[src/rtl/sysid_pkg.sv]
// Shared types and constants for the system-ID verification controller.
package sysid_pkg;

  typedef enum logic [2:0] {
    S_IDLE,
    S_RD_ID,
    S_LAT_ID,
    S_RD_TS,
    S_LAT_TS,
    S_CHECK,
    S_PASS,
    S_FAIL
  } state_e;

  localparam logic SYSID_ADDR_ID = 1'b0;
  localparam logic SYSID_ADDR_TS = 1'b1;

  localparam logic [31:0] SYSID_DEFAULT_ID = 32'd0;
  localparam logic [31:0] SYSID_DEFAULT_TS = 32'd1403181268;

  function automatic logic state_is_busy(state_e s);
    return !(s inside {S_IDLE, S_PASS, S_FAIL});
  endfunction

endpackage

[src/rtl/sysid_verify_ctrl_avm_single_read.sv]
// Single Avalon-MM read engine: drives the read strobe, counts stall cycles
// against the timeout limit and times the readdata latency window.
module avm_single_read #(
  parameter int READ_LATENCY   = 0,
  parameter int TIMEOUT_CYCLES = 255
) (
  input  logic        clock,
  input  logic        reset,
  input  logic        rd_req,
  input  logic        lat_wait,
  input  logic        addr,
  output logic        m_address,
  output logic        m_read,
  input  logic        m_waitrequest,
  input  logic [31:0] m_readdata,
  output logic        accept,
  output logic        data_valid,
  output logic        timed_out,
  output logic [31:0] rdata
);

  localparam logic [7:0] TMO_LIMIT = 8'(TIMEOUT_CYCLES);
  localparam logic [1:0] LAT_LOAD  = (READ_LATENCY == 0) ? 2'd0 : 2'(READ_LATENCY - 1);

  logic [7:0] tmo_cnt_q, tmo_cnt_d;
  logic [1:0] lat_cnt_q, lat_cnt_d;

  always_comb begin
    timed_out  = rd_req && (tmo_cnt_q == TMO_LIMIT);
    // The strobe is withheld for the timeout cycle so the slave sees a fresh request on retry.
    m_read     = rd_req && !timed_out;
    m_address  = addr;
    accept     = m_read && !m_waitrequest;
    data_valid = (READ_LATENCY == 0) ? accept : (lat_wait && (lat_cnt_q == 2'd0));
    rdata      = m_readdata;

    tmo_cnt_d = tmo_cnt_q;
    if (accept || timed_out) begin
      tmo_cnt_d = 8'd0;
    end else if (m_read && m_waitrequest) begin
      tmo_cnt_d = tmo_cnt_q + 8'd1;
    end

    lat_cnt_d = lat_cnt_q;
    if (accept) begin
      lat_cnt_d = LAT_LOAD;
    end else if (lat_wait && (lat_cnt_q != 2'd0)) begin
      lat_cnt_d = lat_cnt_q - 2'd1;
    end
  end

  always_ff @(posedge clock or posedge reset) begin
    if (reset) begin
      tmo_cnt_q <= 8'd0;
      lat_cnt_q <= 2'd0;
    end else begin
      tmo_cnt_q <= tmo_cnt_d;
      lat_cnt_q <= lat_cnt_d;
    end
  end

endmodule

[src/rtl/sysid_verify_ctrl.sv]
// Boot-time system-ID check: reads ID and timestamp words, compares them with
// build-time values and gates downstream logic until the image is verified.
//   state    | meaning
//   S_IDLE   | waiting for auto-start or start
//   S_RD_ID  | read strobe on word 0
//   S_LAT_ID | waiting for word 0 readdata
//   S_RD_TS  | read strobe on word 1
//   S_LAT_TS | waiting for word 1 readdata
//   S_CHECK  | compare captured words
//   S_PASS   | verified, system_enable high
//   S_FAIL   | mismatch or timeout
module sysid_verify_ctrl
  import sysid_pkg::*;
#(
  parameter logic [31:0] EXPECTED_ID    = SYSID_DEFAULT_ID,
  parameter logic [31:0] EXPECTED_TS    = SYSID_DEFAULT_TS,
  parameter int          READ_LATENCY   = 0,
  parameter int          TIMEOUT_CYCLES = 255,
  parameter int          MAX_RETRIES    = 3,
  parameter int          AUTO_START     = 1
) (
  input  logic        clock,
  input  logic        reset,
  input  logic        start,
  output logic        m_address,
  output logic        m_read,
  input  logic        m_waitrequest,
  input  logic [31:0] m_readdata,
  output logic [31:0] read_id,
  output logic [31:0] read_ts,
  output logic        busy,
  output logic        done,
  output logic        id_ok,
  output logic        ts_ok,
  output logic        timeout,
  output logic        system_enable
);

  localparam logic [1:0] RETRY_LIMIT = 2'(MAX_RETRIES);

  state_e      state_q, state_d;
  logic        pending_q, pending_d;
  logic [1:0]  retry_cnt_q, retry_cnt_d;
  logic [31:0] read_id_q, read_id_d, read_ts_q, read_ts_d;
  logic        done_q, done_d, id_ok_q, id_ok_d, ts_ok_q, ts_ok_d;
  logic        timeout_q, timeout_d, system_enable_q, system_enable_d;

  logic        rd_req, lat_wait, rd_addr, begin_run;
  logic        accept, data_valid, timed_out;
  logic [31:0] rdata;

  avm_single_read #(
    .READ_LATENCY  (READ_LATENCY),
    .TIMEOUT_CYCLES(TIMEOUT_CYCLES)
  ) u_read (
    .clock        (clock),
    .reset        (reset),
    .rd_req       (rd_req),
    .lat_wait     (lat_wait),
    .addr         (rd_addr),
    .m_address    (m_address),
    .m_read       (m_read),
    .m_waitrequest(m_waitrequest),
    .m_readdata   (m_readdata),
    .accept       (accept),
    .data_valid   (data_valid),
    .timed_out    (timed_out),
    .rdata        (rdata)
  );

  always_comb begin
    state_d         = state_q;
    pending_d       = pending_q;
    retry_cnt_d     = retry_cnt_q;
    read_id_d       = read_id_q;
    read_ts_d       = read_ts_q;
    done_d          = done_q;
    id_ok_d         = id_ok_q;
    ts_ok_d         = ts_ok_q;
    timeout_d       = timeout_q;
    system_enable_d = system_enable_q;
    rd_req          = 1'b0;
    lat_wait        = 1'b0;
    rd_addr         = SYSID_ADDR_ID;
    begin_run       = 1'b0;

    unique case (state_q)
      S_IDLE: begin_run = pending_q || start;
      S_PASS, S_FAIL: begin_run = start;
      S_RD_ID: begin
        rd_req = 1'b1;
        if (data_valid) begin
          read_id_d = rdata;
          state_d   = S_RD_TS;
        end else if (accept) begin
          state_d = S_LAT_ID;
        end
      end
      S_LAT_ID: begin
        lat_wait = 1'b1;
        if (data_valid) begin
          read_id_d = rdata;
          state_d   = S_RD_TS;
        end
      end
      S_RD_TS: begin
        rd_req  = 1'b1;
        rd_addr = SYSID_ADDR_TS;
        if (data_valid) begin
          read_ts_d = rdata;
          state_d   = S_CHECK;
        end else if (accept) begin
          state_d = S_LAT_TS;
        end
      end
      S_LAT_TS: begin
        lat_wait = 1'b1;
        rd_addr  = SYSID_ADDR_TS;
        if (data_valid) begin
          read_ts_d = rdata;
          state_d   = S_CHECK;
        end
      end
      S_CHECK: begin
        id_ok_d         = (read_id_q == EXPECTED_ID);
        ts_ok_d         = (read_ts_q == EXPECTED_TS);
        system_enable_d = id_ok_d && ts_ok_d;
        done_d          = 1'b1;
        state_d         = system_enable_d ? S_PASS : S_FAIL;
      end
    endcase

    // A stalled read restarts the whole sequence so both words come from one attempt.
    if (timed_out) begin
      if (retry_cnt_q < RETRY_LIMIT) begin
        retry_cnt_d = retry_cnt_q + 2'd1;
        state_d     = S_RD_ID;
      end else begin
        timeout_d = 1'b1;
        done_d    = 1'b1;
        state_d   = S_FAIL;
      end
    end

    if (begin_run) begin
      state_d         = S_RD_ID;
      pending_d       = 1'b0;
      retry_cnt_d     = 2'd0;
      done_d          = 1'b0;
      id_ok_d         = 1'b0;
      ts_ok_d         = 1'b0;
      timeout_d       = 1'b0;
      system_enable_d = 1'b0;
    end
  end

  always_ff @(posedge clock or posedge reset) begin
    if (reset) begin
      state_q         <= S_IDLE;
      pending_q       <= (AUTO_START != 0);
      retry_cnt_q     <= 2'd0;
      read_id_q       <= 32'd0;
      read_ts_q       <= 32'd0;
      done_q          <= 1'b0;
      id_ok_q         <= 1'b0;
      ts_ok_q         <= 1'b0;
      timeout_q       <= 1'b0;
      system_enable_q <= 1'b0;
    end else begin
      state_q         <= state_d;
      pending_q       <= pending_d;
      retry_cnt_q     <= retry_cnt_d;
      read_id_q       <= read_id_d;
      read_ts_q       <= read_ts_d;
      done_q          <= done_d;
      id_ok_q         <= id_ok_d;
      ts_ok_q         <= ts_ok_d;
      timeout_q       <= timeout_d;
      system_enable_q <= system_enable_d;
    end
  end

  assign busy          = state_is_busy(state_q);
  assign read_id       = read_id_q;
  assign read_ts       = read_ts_q;
  assign done          = done_q;
  assign id_ok         = id_ok_q;
  assign ts_ok         = ts_ok_q;
  assign timeout       = timeout_q;
  assign system_enable = system_enable_q;

endmodule
[config.mk]
export PLATFORM = sky130hd
export DESIGN_NAME = sysid_verify_ctrl
export DESIGN_NICKNAME = d
export VERILOG_FILES = /design/src/rtl/sysid_pkg.sv /design/src/rtl/sysid_verify_ctrl_avm_single_read.sv /design/src/rtl/sysid_verify_ctrl.sv
export SDC_FILE = /design/constraint.sdc
export NUM_CORES = 1
export LEC_CHECK = 0
export ABC_AREA = 1
export BUFFER_PORTS_ARGS = -buffer_cell sky130_fd_sc_hd__buf_2
export CAP_MARGIN = 20
export CORE_ASPECT_RATIO = 0.7
export CORE_MARGIN = 2
export CORE_UTILIZATION = 52
export DETAILED_ROUTE_END_ITERATION = 16
export GPL_TIMING_DRIVEN = 0
export PLACE_DENSITY = 0.8
export REMOVE_ABC_BUFFERS = 1
export SLEW_MARGIN = 15
export SYNTH_ARGS = -nofsm -noshare
export SYNTH_HDL_FRONTEND = slang
export SYNTH_SLANG_ARGS = --single-unit
[constraint.sdc]
create_clock -name clock -period 3.4 [get_ports clock]
set_clock_uncertainty 0.2 [all_clocks]
set_input_delay 0.34 -clock clock [delete_from_list [all_inputs] [get_ports clock]]
set_output_delay 0.34 -clock clock [all_outputs]
set_load 0.005 [all_outputs]
# After elaboration in Yosys (flattened, before gate mapping)
# Index checks and enable logic that the tools add are counted.
[classes] add_sub_neg=2 order_cmp=1 n_eq_ne=12 mux=28 reduce_logical=27
[op_table] cell="$eq A32 B31 Y1 const B" n=1
[op_table] cell="$logic_not A32 Y1" n=1
[op_table] cell="$mux W1" n=16
[op_table] cell="$mux W8" n=2
[op_table] cell="$mux W3" n=5
[op_table] cell="$eq A3 B3 Y1 const B" n=4
[op_table] cell="$pmux W3 S3" n=1
[op_table] cell="$add A8 B1 Y8 const B" n=1
[op_table] cell="$eq A8 B8 Y1 const B" n=1
[op_table] cell="$ne A4 B1 Y1 const B" n=2
[op_table] cell="$reduce_and A2 Y1" n=4
[op_table] cell="$reduce_bool A2 Y1" n=4
[op_table] cell="$reduce_or A2 Y1" n=4
[op_table] cell="$eq A3 B2 Y1 const B" n=2
[op_table] cell="$mux W2" n=3
[op_table] cell="$logic_and A1 B1 Y1" n=5
[op_table] cell="$reduce_bool A5 Y1" n=1
[op_table] cell="$eq A3 B1 Y1 const B" n=1
[op_table] cell="$logic_not A1 Y1" n=3
[op_table] cell="$logic_not A3 Y1" n=1
[op_table] cell="$reduce_and A3 Y1" n=1
[op_table] cell="$reduce_bool A3 Y1" n=1
[op_table] cell="$add A2 B1 Y2 const B" n=1
[op_table] cell="$logic_or A1 B1 Y1" n=2
[op_table] cell="3 further kinds" n=3
[totals] reg_bits=83 output_inout_bits=72

# Depth between registers and ports, before layout
# Gate-level depths: netlist of run 1.
[logic_depth] ltp_word=11 depth_mapped=9 ltp_nobuf=9

# Cells and area by module
# A second synthesis of run 1 with hierarchy kept.
[unflattened] cells_unflattened=487 area_unflattened_um2=4000.1
[modules_own_cells] module="sysid_verify_ctrl" n_inst=1 cells_per_inst=393 area_per_inst_um2=3268.1
[modules_own_cells] module="avm_single_read" n_inst=1 cells_per_inst=94 area_per_inst_um2=732.0

# Worst setup path after synthesis of run 1
# No wires, ideal clock.
[synth_path] kind="flip-flop to flip-flop" start="register u_read.tmo_cnt_q[0]" end="register read_id_q[12] (netlist: read_id[12])" setup_time_ns=0.121 t_arrival_ns=1.367 required_time_ns=3.079 path_slack_ns=1.713 path_stages_with_launch=10 period_less_slack_ns=1.687 cell_sequence="dfrtp_1 > ha_1 > nand2_1 > nor2_2 > a21oi_4 > nand2_4 > buf_6 > buf_6 > o21ai_1 > nand2_1"
[synth_via] elab_chain_cells=6
[synth_lines] item="start: declaration" line="sysid_verify_ctrl_avm_single_read.sv:25" source="logic [7:0] tmo_cnt_q, tmo_cnt_d;"
[synth_lines] item="start signal: assignment" line="sysid_verify_ctrl_avm_single_read.sv:57" source="tmo_cnt_q <= tmo_cnt_d;"
[synth_lines] item="$eq A8 B8 Y1" line="sysid_verify_ctrl_avm_single_read.sv:29" source="timed_out = rd_req && (tmo_cnt_q == TMO_LIMIT);"
[synth_lines] item="$logic_and A1 B1 Y1" line="sysid_verify_ctrl_avm_single_read.sv:29"
[synth_lines] item="$logic_not A1 Y1" line="sysid_verify_ctrl_avm_single_read.sv:31" source="m_read = rd_req && !timed_out;"
[synth_lines] item="$logic_and A1 B1 Y1" line="sysid_verify_ctrl_avm_single_read.sv:31"
[synth_lines] item="net m_read" line="sysid_verify_ctrl.sv:26" source="output logic m_read,"
[synth_lines] item="$logic_and A1 B1 Y1" line="sysid_verify_ctrl_avm_single_read.sv:33" source="accept = m_read && !m_waitrequest;"
[synth_lines] item="$reduce_and A2 Y1 (no source line)"
[synth_lines] item="end signal: assignment" line="sysid_verify_ctrl.sv:173" source="read_id_q <= read_id_d;"
[synth_lines] item="end: declaration" line="sysid_verify_ctrl.sv:44" source="logic [31:0] read_id_q, read_id_d, read_ts_q, read_ts_d;"
# The timed path passes the listed nets, and every way through them passes these cells.
# A chain may end at the register's enable or synchronous reset.

# Worst setup path after layout of run 1
[layout_path] start="register u_read.tmo_cnt_q[0]" end="register read_ts_q[26] (netlist: read_ts[26])"
[layout_via] elab_chain_cells=6
[layout_lines] item="$eq A8 B8 Y1" line="sysid_verify_ctrl_avm_single_read.sv:29"
[layout_lines] item="$logic_and A1 B1 Y1" line="sysid_verify_ctrl_avm_single_read.sv:29"
[layout_lines] item="$logic_not A1 Y1" line="sysid_verify_ctrl_avm_single_read.sv:31"
[layout_lines] item="$logic_and A1 B1 Y1" line="sysid_verify_ctrl_avm_single_read.sv:31"
[layout_lines] item="$logic_and A1 B1 Y1" line="sysid_verify_ctrl_avm_single_read.sv:33"
[layout_lines] item="$reduce_and A2 Y1 (no source line)"
[layout_lines] item="end signal: assignment" line="sysid_verify_ctrl.sv:174" source="read_ts_q <= read_ts_d;"
[layout_lines] item="end: declaration" line="sysid_verify_ctrl.sv:44"
# No other way between the ends.

==> impl_metrics.env, run 1 <==
export IMPL_synth_top_cell_area_share_pct=54.2
export IMPL_drt_wl_total_um=9590
export IMPL_fin_crit_sh_pct=80.2
export IMPL_yosysSeqAreaShare_pct=54.9
export IMPL_clk_latency_ps=360
export IMPL_drv_max_cap_violation_count=0
export IMPL_floorplan_initialDensity_pct=54.8
export IMPL_die_h_um=75.4
export IMPL_drt_drc_violations_left=0
export IMPL_die_w_um=106
export IMPL_yosys_cell_count_top_type="nand2_1"
export IMPL_r2r_setup_slack_ps=670
export IMPL_hold_viol_final=0
export IMPL_timing_worst_slew_pin_value_ps=930
export IMPL_power_frac_comb_pct=41.3
export IMPL_met1_length_um=4160
export IMPL_unrepaired_setup_endpoints_after_global_routing="false"
export IMPL_yosysTopAreaCell="dfrtp_1"
export IMPL_post_drt_wl_per_cell_um=14.1
export IMPL_sequential_cell_area_um2=2080
export IMPL_clock_fmax_mhz=367
export IMPL_setup_worst_path_start="u_read.tmo_cnt_q[0]$_DFFE_PP0P_"
export IMPL_drtAntennaViolNets=0
export IMPL_netlist_instances=453
export IMPL_coreArea_um2=6910
export IMPL_synth_top_cells_by_area="dfrtp_1 54%, nand2_1 17%, o21ai_1 7.4%"
export IMPL_powerDensity_nw_per_um2=832
export IMPL_min_delay_start="m_readdata[7]"
export IMPL_post_cts_resize_count=0
export IMPL_number_of_pins_exceeding_their_max_slew_limit_in_the_final_report=0
export IMPL_final_fill_count=600
export IMPL_final_core_util_pct=68.9
export IMPL_highest_signal_layer="met4"
export IMPL_cts_path_max_buffers=2
export IMPL_syn_area_per_cell_um2=8.36
export IMPL_grtUsageTotal_pct=26.0
export IMPL_portbufs=107
export IMPL_min_delay_path_class="in -> reg"
export IMPL_post_synth_instance_area_um2=3780
export IMPL_timing_critical_path_from_type="flop"
export IMPL_cell_internal_pwr_mw=2.32
export IMPL_htree_levels=3
export IMPL_cts_tree="done"
export IMPL_placed_area_um2=4330
export IMPL_critical_path_peak_fanout=57
export IMPL_power_share_switching_pct=41.5
export IMPL_critPathRequiredTime_ps=3410
export IMPL_cts_num_sinks=83
export IMPL_worst_ep_arrival_time_ps=2730
export IMPL_number_of_synthesized_flops_with_an_enable_pin=0
export IMPL_p_leak_nw=2.54
export IMPL_clk_pin_slew_ps=80
export IMPL_ios=108
export IMPL_sequential_power_share_pct=42.3
export IMPL_worstSetupPathType="reg -> reg"
export IMPL_synth_cell_type_count=30
export IMPL_wire_length_on_met3_um=663
export IMPL_largest_net_degree_at_the_start_of_global_routing=58
export IMPL_clockRootBuffer="clkbuf_8"
export IMPL_post_route_cell_area_um2=4760
export IMPL_synth_common_cells="168 x nand2_1, 82 x dfrtp_1, 56 x o21ai_1"
export IMPL_n_antenna_cell=0
export IMPL_worst_r2r_startpoint="u_read.tmo_cnt_q[0]$_DFFE_PP0P_"
export IMPL_drt_iter0_markers=161
export IMPL_synthArstFlopShare_pct=100
export IMPL_syn_to_final_growth_pct=25.9
export IMPL_ys_dominant_reg_cell="dfrtp_1"
export IMPL_net_count_final=618
export IMPL_slew_headroom_pct=37.8
export IMPL_gpl_final_weighted_congestion=0.812
export IMPL_synth_warning_count=0
export IMPL_timing_critical_path_to_type="flop"
export IMPL_antenna_violations_before_repair=0
export IMPL_pwr_share_clk_pct=16.4
export IMPL_vias=3446
export IMPL_outcome="finished, final reports clean"
export IMPL_design_die_area_um2=7990
export IMPL_vdd_drop_max_mv=0.415
export IMPL_power_switching_mw=1.65
export IMPL_period_needed_ps=2730
export IMPL_drt_pass1_iter_count=5
export IMPL_detail_route_vias_per_cell=5.08
export IMPL_grt_pass1_wl_um=15800
export IMPL_yosys_register_bits=83
export IMPL_setup_viol=0
export IMPL_drive_gt1_share_pct=24.1
export IMPL_numCtsBuffers=9
export IMPL_global_route_overflow_total=0
export IMPL_hpwl_um=6520
export IMPL_multi_input_comb_area_um2=1450
export IMPL_grt_pass1_vias=3227
export IMPL_met2RoutedLength_um=4590
export IMPL_number_of_standard_cell_rows_in_the_floorplan=25
worst paths after layout:
check                                           to  depth (start not counted)
setup reg to reg           read_ts[26]$_DFFE_PP0P_                          7
setup / recovery           read_ts[26]$_DFFE_PP0P_                          7
hold reg to reg              pending_q$_DFFE_PP1N_                          2
min in group asynchronous   read_id[5]$_DFFE_PP0P_                          3
max in group asynchronous  read_id[24]$_DFFE_PP0P_                          4
hold / removal              read_id[7]$_DFFE_PP0P_                          3
routing by layer:
layer,vias to the layer above,GRT usage (%)
met2,121,42.2
met3,15,6.67
met1,1616,34.7
li1,1694,-
met4,0,9.36
met5,-,0
cells in the final DEF (no fill, tap or decap), drive strengths merged, types with 2 or more instances in the layout:
| master | netlist | layout |
|---|---|---|
| clkinv | 0 | 2 |
| clkinvlp | 0 | 2 |
| nand4 | 6 | 6 |
| nor2 | 49 | 49 |
| dfrtp | 82 | 82 |
| inv | 31 | 31 |
| dlygate4sd3 | 0 | 25 |
| nand3 | 8 | 8 |
| xor2 | 5 | 5 |
| o21ai | 72 | 72 |
| buf | 16 | 109 |
| clkbuf | 2 | 12 |
| a21oi | 4 | 4 |
| nand2 | 170 | 170 |
| ha | 2 | 2 |
| nor3 | 2 | 2 |
power by group through the flow:
stage / clock, mW / combinational [mW] / sequential, mW
floorplan: 0 / 0.872 / 1.68
global placement: 0 / 1.53 / 1.66
detailed placement: 0 / 1.61 / 1.68
CTS: 0.660 / 1.64 / 1.67
global route: 0.708 / 1.86 / 1.73
finish: 0.651 / 1.64 / 1.68
worst max-delay path: stages, from the launching register on:
cell and delay [ps]:
dfrtp_1 390, ha_1 220, nand2_1 90, nor2_2 60, a21oi_4 170, nand2_4 380
nor2_4 870, o21ai_0 170
flip-flops by register name, summed over array words and instances (netlist names), 2 cells and up:
| name | flops |
|---|---|
| read_id | 32 |
| read_ts | 32 |
| u_read.tmo_cnt_q | 8 |
| state_q | 3 |
| retry_cnt_q | 2 |
metrics by stage:
step | worst slack, ps | TNS [ps] | total power, mW | hold slack [ps] | std cells
floorplan | 725 | 0 | 2.55 | 233 | 435
global placement | -216 | -17350 | 3.19 | 243 | 636
detailed placement | 710 | 0 | 3.30 | 217 | 638
CTS | 692 | 0 | 3.97 | 0.228 | 679
global route | 451 | 0 | 4.30 | 5.67 | 679
finish | 672 | 0 | 3.97 | 5.46 | 679
kinds of logic (layout without fill, tap and decap cells):
logic type               Yosys count  in the layout  synth area share [%]
AO/OA/AOI/OAI                     77             77                  11.0
XOR/XNOR                           5              5                  1.16
flip-flops                        83             83                  54.9
AND/OR/NAND/NOR                  237            237                  25.5
buffers and inverters             49            181                  6.81
adder cells (fa/ha/maj)            2              2                 0.661
what timing repair did:
action	CTS	global route
endpoints found under the hold margin	71	0
buffers inserted	0	0
endpoints found under the setup margin	0	0
hold buffers	25	0
area by class of cell:
type / count / share of cell area [%]
clock inverter: 4 / 0.525
inverter: 31 / 2.49
clock buffer: 12 / 3.26
sequential: 83 / 43.6
tap: 94 / 2.47
timing repair buffer: 134 / 17.2
multi-input combinational: 321 / 30.4
No activity file was read; power rests on OpenSTA's default activity.
==> run 2, diff against run 1 <==
--- a/config.mk
+++ b/config.mk
@@ -10,10 +10,10 @@
 export CAP_MARGIN = 20
 export CORE_ASPECT_RATIO = 0.7
 export CORE_MARGIN = 2
-export CORE_UTILIZATION = 52
+export CORE_UTILIZATION = 47
 export DETAILED_ROUTE_END_ITERATION = 16
 export GPL_TIMING_DRIVEN = 0
-export PLACE_DENSITY = 0.8
+export PLACE_DENSITY = 0.76
 export REMOVE_ABC_BUFFERS = 1
 export SLEW_MARGIN = 15
 export SYNTH_ARGS = -nofsm -noshare
==> constraint.sdc (replaced) <==
create_clock -name clock -period 2.4 [get_ports clock]
set_clock_uncertainty 0.2 [all_clocks]
set_input_delay 0.24 -clock clock [delete_from_list [all_inputs] [get_ports clock]]
set_output_delay 0.24 -clock clock [all_outputs]
set_load 0.005 [all_outputs]
==> run 2 against run 1 <==
Against the previous run: final cell count up 4.6%; clock power up 110%; sequential share of layout area down 3.1 points; count of clock-buffer cells in the layout down 1; flip-flop and latch count unchanged; wire length up 11%; critical path depth down 3; cell area up 7.7%; hold slack better by 220 ps; global-route usage down 1.2 points; critical path type is now reg -> out; largest power group is now combinational logic; highest routed layer unchanged.
==> impl_metrics.env, run 2 (synthesized netlist as in run 1, its figures left out) <==
export IMPL_outcome="finished, final reports clean"
export IMPL_vias=3598
export IMPL_worstSetupPathType="reg -> out"
export IMPL_drtAntennaViolNets=0
export IMPL_htree_levels=3
export IMPL_hold_depth=6
export IMPL_numCtsBuffers=9
export IMPL_hold_slack_ps=223
export IMPL_gpl_final_weighted_congestion=0.796
export IMPL_rr_worst_depth=7
export IMPL_sequential_power_share_pct=37.8
export IMPL_cts_tree="done"
export IMPL_number_of_standard_cell_rows_in_the_floorplan=27
export IMPL_hpwl_um=6480
export IMPL_timing_critical_path_to_type="output port"
export IMPL_setup_viol=0
export IMPL_layout_commonest_cell="nand2_1"
export IMPL_largest_net_degree_at_the_start_of_global_routing=62
export IMPL_critPathCapture="m_address"
export IMPL_layout_cells_most_common_list="168 x nand2_1, 107 x buf_2, 82 x dfrtp_1"
export IMPL_p_leak_nw=2.69
export IMPL_min_delay_path_class="in -> reg"
export IMPL_post_drt_wl_per_cell_um=15.0
export IMPL_timing_rr_end="read_ts[23]$_DFFE_PP0P_"
export IMPL_design_die_area_um2=8800
export IMPL_power_frac_comb_pct=40.8
export IMPL_die_h_um=79.1
export IMPL_drt_iter0_markers=265
export IMPL_vdd_drop_max_mv=0.539
export IMPL_period_needed_ps=2230
export IMPL_detail_route_vias_per_cell=5.07
export IMPL_power_switching_mw=2.52
export IMPL_fin_crit_sh_pct=92.8
export IMPL_setup_worst_path_start="state_q[0]$_DFFE_PP0P_"
export IMPL_power_share_switching_pct=40.2
export IMPL_portbufs=107
export IMPL_placed_area_um2=4340
export IMPL_worst_r2r_startpoint="u_read.tmo_cnt_q[1]$_DFFE_PP0P_"
export IMPL_drt_pass1_iter_count=5
export IMPL_cts_path_max_buffers=2
export IMPL_number_of_pins_exceeding_their_max_slew_limit_in_the_final_report=0
export IMPL_die_w_um=111
export IMPL_r2r_setup_slack_ps=220
export IMPL_timing_worst_slew_pin_value_ps=811
export IMPL_final_core_util_pct=65.5
export IMPL_worst_ep_arrival_time_ps=1790
export IMPL_drive_gt1_share_pct=25.5
export IMPL_coreArea_um2=7840
export IMPL_drt_drc_violations_left=0
export IMPL_syn_to_final_growth_pct=35.6
export IMPL_cell_internal_pwr_mw=3.75
export IMPL_critPathRequiredTime_ps=1960
export IMPL_clockRootBuffer="clkbuf_16"
export IMPL_global_route_overflow_total=0
export IMPL_antenna_violations_before_repair=0
export IMPL_cts_num_sinks=83
export IMPL_n_antenna_cell=0
export IMPL_grt_pass1_wl_um=17000
export IMPL_setup_total_negative_slack_ps=0
export IMPL_grt_pass1_vias=3357
export IMPL_slew_headroom_pct=45.9
export IMPL_clock_fmax_mhz=449
export IMPL_drt_wl_total_um=10700
export IMPL_clk_pin_slew_ps=60
export IMPL_ios=108
export IMPL_powerDensity_nw_per_um2=1220
export IMPL_net_count_final=643
export IMPL_hold_viol_final=0
export IMPL_unrepaired_setup_endpoints_after_global_routing="false"
export IMPL_floorplan_initialDensity_pct=48.3
export IMPL_timing_critical_path_from_type="flop"
export IMPL_grtUsageTotal_pct=24.8
export IMPL_critical_path_peak_fanout=15
export IMPL_drv_max_cap_violation_count=0
export IMPL_pwr_share_clk_pct=21.4
export IMPL_clk_latency_ps=330
export IMPL_post_route_cell_area_um2=5130
[run 2: changes by cell type in the layout (fill, tap and decap cells not counted), sizes merged]
| cell | previous run | this run |
|---|---|---|
| nor2 | 49 | 53 |
| clkinvlp | 2 | 3 |
| o21ai | 72 | 73 |
| buf | 109 | 120 |
| dlygate4sd3 | 25 | 34 |
| clkbuf | 12 | 11 |
| clkinv | 2 | 0 |
| bufinv | 0 | 1 |
[run 2: worst min-delay path by stage]
stage	start	to
finish	start	pending_q$_DFFE_PP1N_
global route	pending_q$_DFFE_PP1N_	pending_q$_DFFE_PP1N_
CTS	start	pending_q$_DFFE_PP1N_
detailed placement	reset	read_id[4]$_DFFE_PP0P_
global placement	pending_q$_DFFE_PP1N_	pending_q$_DFFE_PP1N_
floorplan	m_readdata[25]	read_ts[25]$_DFFE_PP0P_
[run 2: metal layers]
layer	track usage, %	part of all wire [%]	vias to the layer above
li1	-	-	1747
met1	36.2	46	1689
met2	38.3	45	148
met3	4.73	6.9	14
met4	6.67	1.2	0
met5	0	0	-
[run 2: cell type report]
class | count | area [um2]
inverter | 31 | 119
clock buffer | 11 | 233
sequential | 83 | 2080
multi-input combinational | 326 | 1520
timing repair buffer | 154 | 1010
tap | 101 | 126
fill | 658 | 2700
clock inverter | 4 | 52.6
[run 2: what timing repair did]
| item | CTS | global route |
|---|---|---|
| cloned | 4 | 1 |
| buffers inserted | 8 | 4 |
| hold buffers | 34 | 0 |
| pin swaps | 3 | 3 |
| endpoints found under the hold margin | 99 | 0 |
| setup endpoints to repair | 64 | 49 |
| gates resized for setup | 4 | 1 |
[run 2: critical path: stages, from the launching register on]
cell and delay [ps]:
dfrtp_1 430, nor2_1 140, o21ai_4 580, inv_1 130
buf_2 170
[run 2: power groups by stage]
stage / clock [mW] / combinational (mW) / sequential (mW)
2_1_floorplan: 0 / 1.24 / 2.37
3_3_place_gp: 0 / 2.20 / 2.36
3_5_place_dp: 0 / 2.27 / 2.39
4_1_cts: 1.35 / 2.47 / 2.37
5_1_grt: 1.41 / 2.87 / 2.46
6_report: 1.34 / 2.56 / 2.37
[run 2: stage by stage]
stage	power, mW	setup WS [ps]	cells
final	6.27	173	710
after global routing	6.74	58.6	710
after CTS	6.20	-57.6	705
after detailed placement	4.66	-422	644
after global placement	4.56	-1160	643
after floorplan	3.61	-175	435
==> run 3, diff against run 2 <==
--- a/config.mk
+++ b/config.mk
@@ -6,14 +6,15 @@
 export NUM_CORES = 1
 export LEC_CHECK = 0
 export ABC_AREA = 1
+export ABC_CLOCK_PERIOD_IN_PS = 2400
 export BUFFER_PORTS_ARGS = -buffer_cell sky130_fd_sc_hd__buf_2
 export CAP_MARGIN = 20
 export CORE_ASPECT_RATIO = 0.7
 export CORE_MARGIN = 2
-export CORE_UTILIZATION = 47
+export CORE_UTILIZATION = 42
 export DETAILED_ROUTE_END_ITERATION = 16
 export GPL_TIMING_DRIVEN = 0
-export PLACE_DENSITY = 0.76
+export PLACE_DENSITY = 0.69
 export REMOVE_ABC_BUFFERS = 1
 export SLEW_MARGIN = 15
 export SYNTH_ARGS = -nofsm -noshare
==> run 3 against run 2 <==
Against the previous run: utilization fell by 5.2 points; cell area is 1.2% higher; non-clock buffer count is 1 higher; largest cell class unchanged.
==> impl_metrics.env, run 3 (synthesized netlist as in run 1, its figures left out) <==
export IMPL_outcome="finished, final reports clean"
export IMPL_drt_wl_total_um=11000
export IMPL_clock_fmax_mhz=438
export IMPL_floorplan_initialDensity_pct=43.9
export IMPL_final_core_util_pct=60.3
export IMPL_n_antenna_cell=0
export IMPL_min_delay_start="start"
export IMPL_drt_pass1_iter_count=5
export IMPL_number_of_standard_cell_rows_in_the_floorplan=28
export IMPL_fin_crit_sh_pct=95.0
export IMPL_clk_latency_ps=340
export IMPL_min_delay_path_class="in -> reg"
export IMPL_htree_levels=3
export IMPL_die_h_um=83.4
export IMPL_gpl_final_weighted_congestion=0.803
export IMPL_syn_to_final_growth_pct=37.3
export IMPL_ios=108
export IMPL_coreArea_um2=8620
export IMPL_worst_ep_arrival_time_ps=1840
export IMPL_layout_commonest_cell="nand2_1"
export IMPL_drv_max_cap_violation_count=0
export IMPL_post_drt_wl_per_cell_um=15.0
export IMPL_grt_pass1_vias=3414
export IMPL_die_w_um=117
export IMPL_fin_ws_ps=119
export IMPL_grt_pass1_wl_um=17500
export IMPL_critPathRequiredTime_ps=1960
export IMPL_hpwl_um=6630
export IMPL_critical_path_peak_fanout=15
export IMPL_drive_gt1_share_pct=25.9
export IMPL_timing_worst_slew_pin_value_ps=772
export IMPL_layout_cells_most_common_list="168 x nand2_1, 107 x buf_2, 82 x dfrtp_1"
export IMPL_drt_drc_violations_left=0
export IMPL_worst_r2r_startpoint="u_read.tmo_cnt_q[1]$_DFFE_PP0P_"
export IMPL_cts_tree="done"
export IMPL_portbufs=107
export IMPL_detail_route_vias_per_cell=4.85
export IMPL_cts_num_sinks=83
export IMPL_numCtsBuffers=9
export IMPL_net_count_final=644
export IMPL_slew_headroom_pct=48.5
export IMPL_largest_net_degree_at_the_start_of_global_routing=62
export IMPL_grtUsageTotal_pct=22.9
export IMPL_design_power_total_mw=6.37
export IMPL_worstSetupPathType="reg -> out"
export IMPL_powerDensity_nw_per_um2=1220
export IMPL_setup_worst_path_start="state_q[0]$_DFFE_PP0P_"
export IMPL_post_route_cell_area_um2=5200
export IMPL_antenna_violations_before_repair=0
export IMPL_design_die_area_um2=9800
export IMPL_period_needed_ps=2280
export IMPL_vias=3544
export IMPL_clk_pin_slew_ps=60
export IMPL_timing_critical_path_to_type="output port"
export IMPL_placed_area_um2=4360
export IMPL_number_of_pins_exceeding_their_max_slew_limit_in_the_final_report=0
export IMPL_global_route_overflow_total=0
export IMPL_vdd_drop_max_mv=0.671
export IMPL_hold_viol_final=0
export IMPL_drt_iter0_markers=220
export IMPL_cts_path_max_buffers=2
export IMPL_setup_viol=0
export IMPL_timing_critical_path_from_type="flop"
export IMPL_drtAntennaViolNets=0
export IMPL_p_leak_nw=2.72
export IMPL_dpl_worst_slack_ps=-442
export IMPL_unrepaired_setup_endpoints_after_global_routing="false"
export IMPL_clockRootBuffer="clkbuf_16"
-- run 3: worst paths after layout --
path	to	slack (ps)	depth (start not counted)
max reg2reg	read_ts[4]$_DFFE_PP0P_	190	8
max in group asynchronous	pending_q$_DFFE_PP1N_	1030	4
min	pending_q$_DFFE_PP1N_	210	6
min reg2reg	pending_q$_DFFE_PP1N_	260	2
min in group asynchronous	read_ts[4]$_DFFE_PP0P_	320	3
max	m_address	120	4
-- run 3: metal layers --
metal,GRT usage (%),wire length (um)
met1,32.3,5040
met2,35.8,5030
met3,5.70,830
met4,4.93,69
met5,0,0
-- run 3: layout make-up --
type | count | area (um2)
Clock buffer | 16 | 312
Fill cell | 801 | 3420
Inverter | 31 | 119
Multi-Input combinational cell | 326 | 1520
Sequential cell | 83 | 2080
Tap cell | 120 | 150
Timing Repair Buffer | 155 | 1020
-- run 3: what timing repair did --
action                                 4_1_cts  5_1_grt
resized for setup                            4        1
hold buffers                                34        0
setup endpoints to repair                   64       51
pin swaps                                    4        2
cloned                                       4        1
buffers inserted                            13        0
endpoints found under the hold margin      105        0
-- run 3: worst max-delay path: stages (launching register included) --
cell     delay [ps]
dfrtp_1         440
nor2_1          150
o21ai_4         610
inv_1           140
buf_2           160
-- run 3: report_power, final --
group          total, mW  switching [mW]  internal, mW
clock               1.40           0.527         0.872
combinational       2.58            1.57          1.01
sequential          2.39           0.428          1.96
total               6.37            2.53          3.84
-- run 3: per-stage QoR --
| step | hold WS [ps] | TNS, ps | cells |
|---|---|---|---|
| 2_1_floorplan | 157 | -14360 | 435 |
| 3_3_place_gp | 240 | -113810 | 662 |
| 3_5_place_dp | 125 | -20920 | 663 |
| 4_1_cts | 214 | -78.4 | 730 |
| 5_1_grt | 249 | 0 | 731 |
| 6_report | 215 | 0 | 731 |
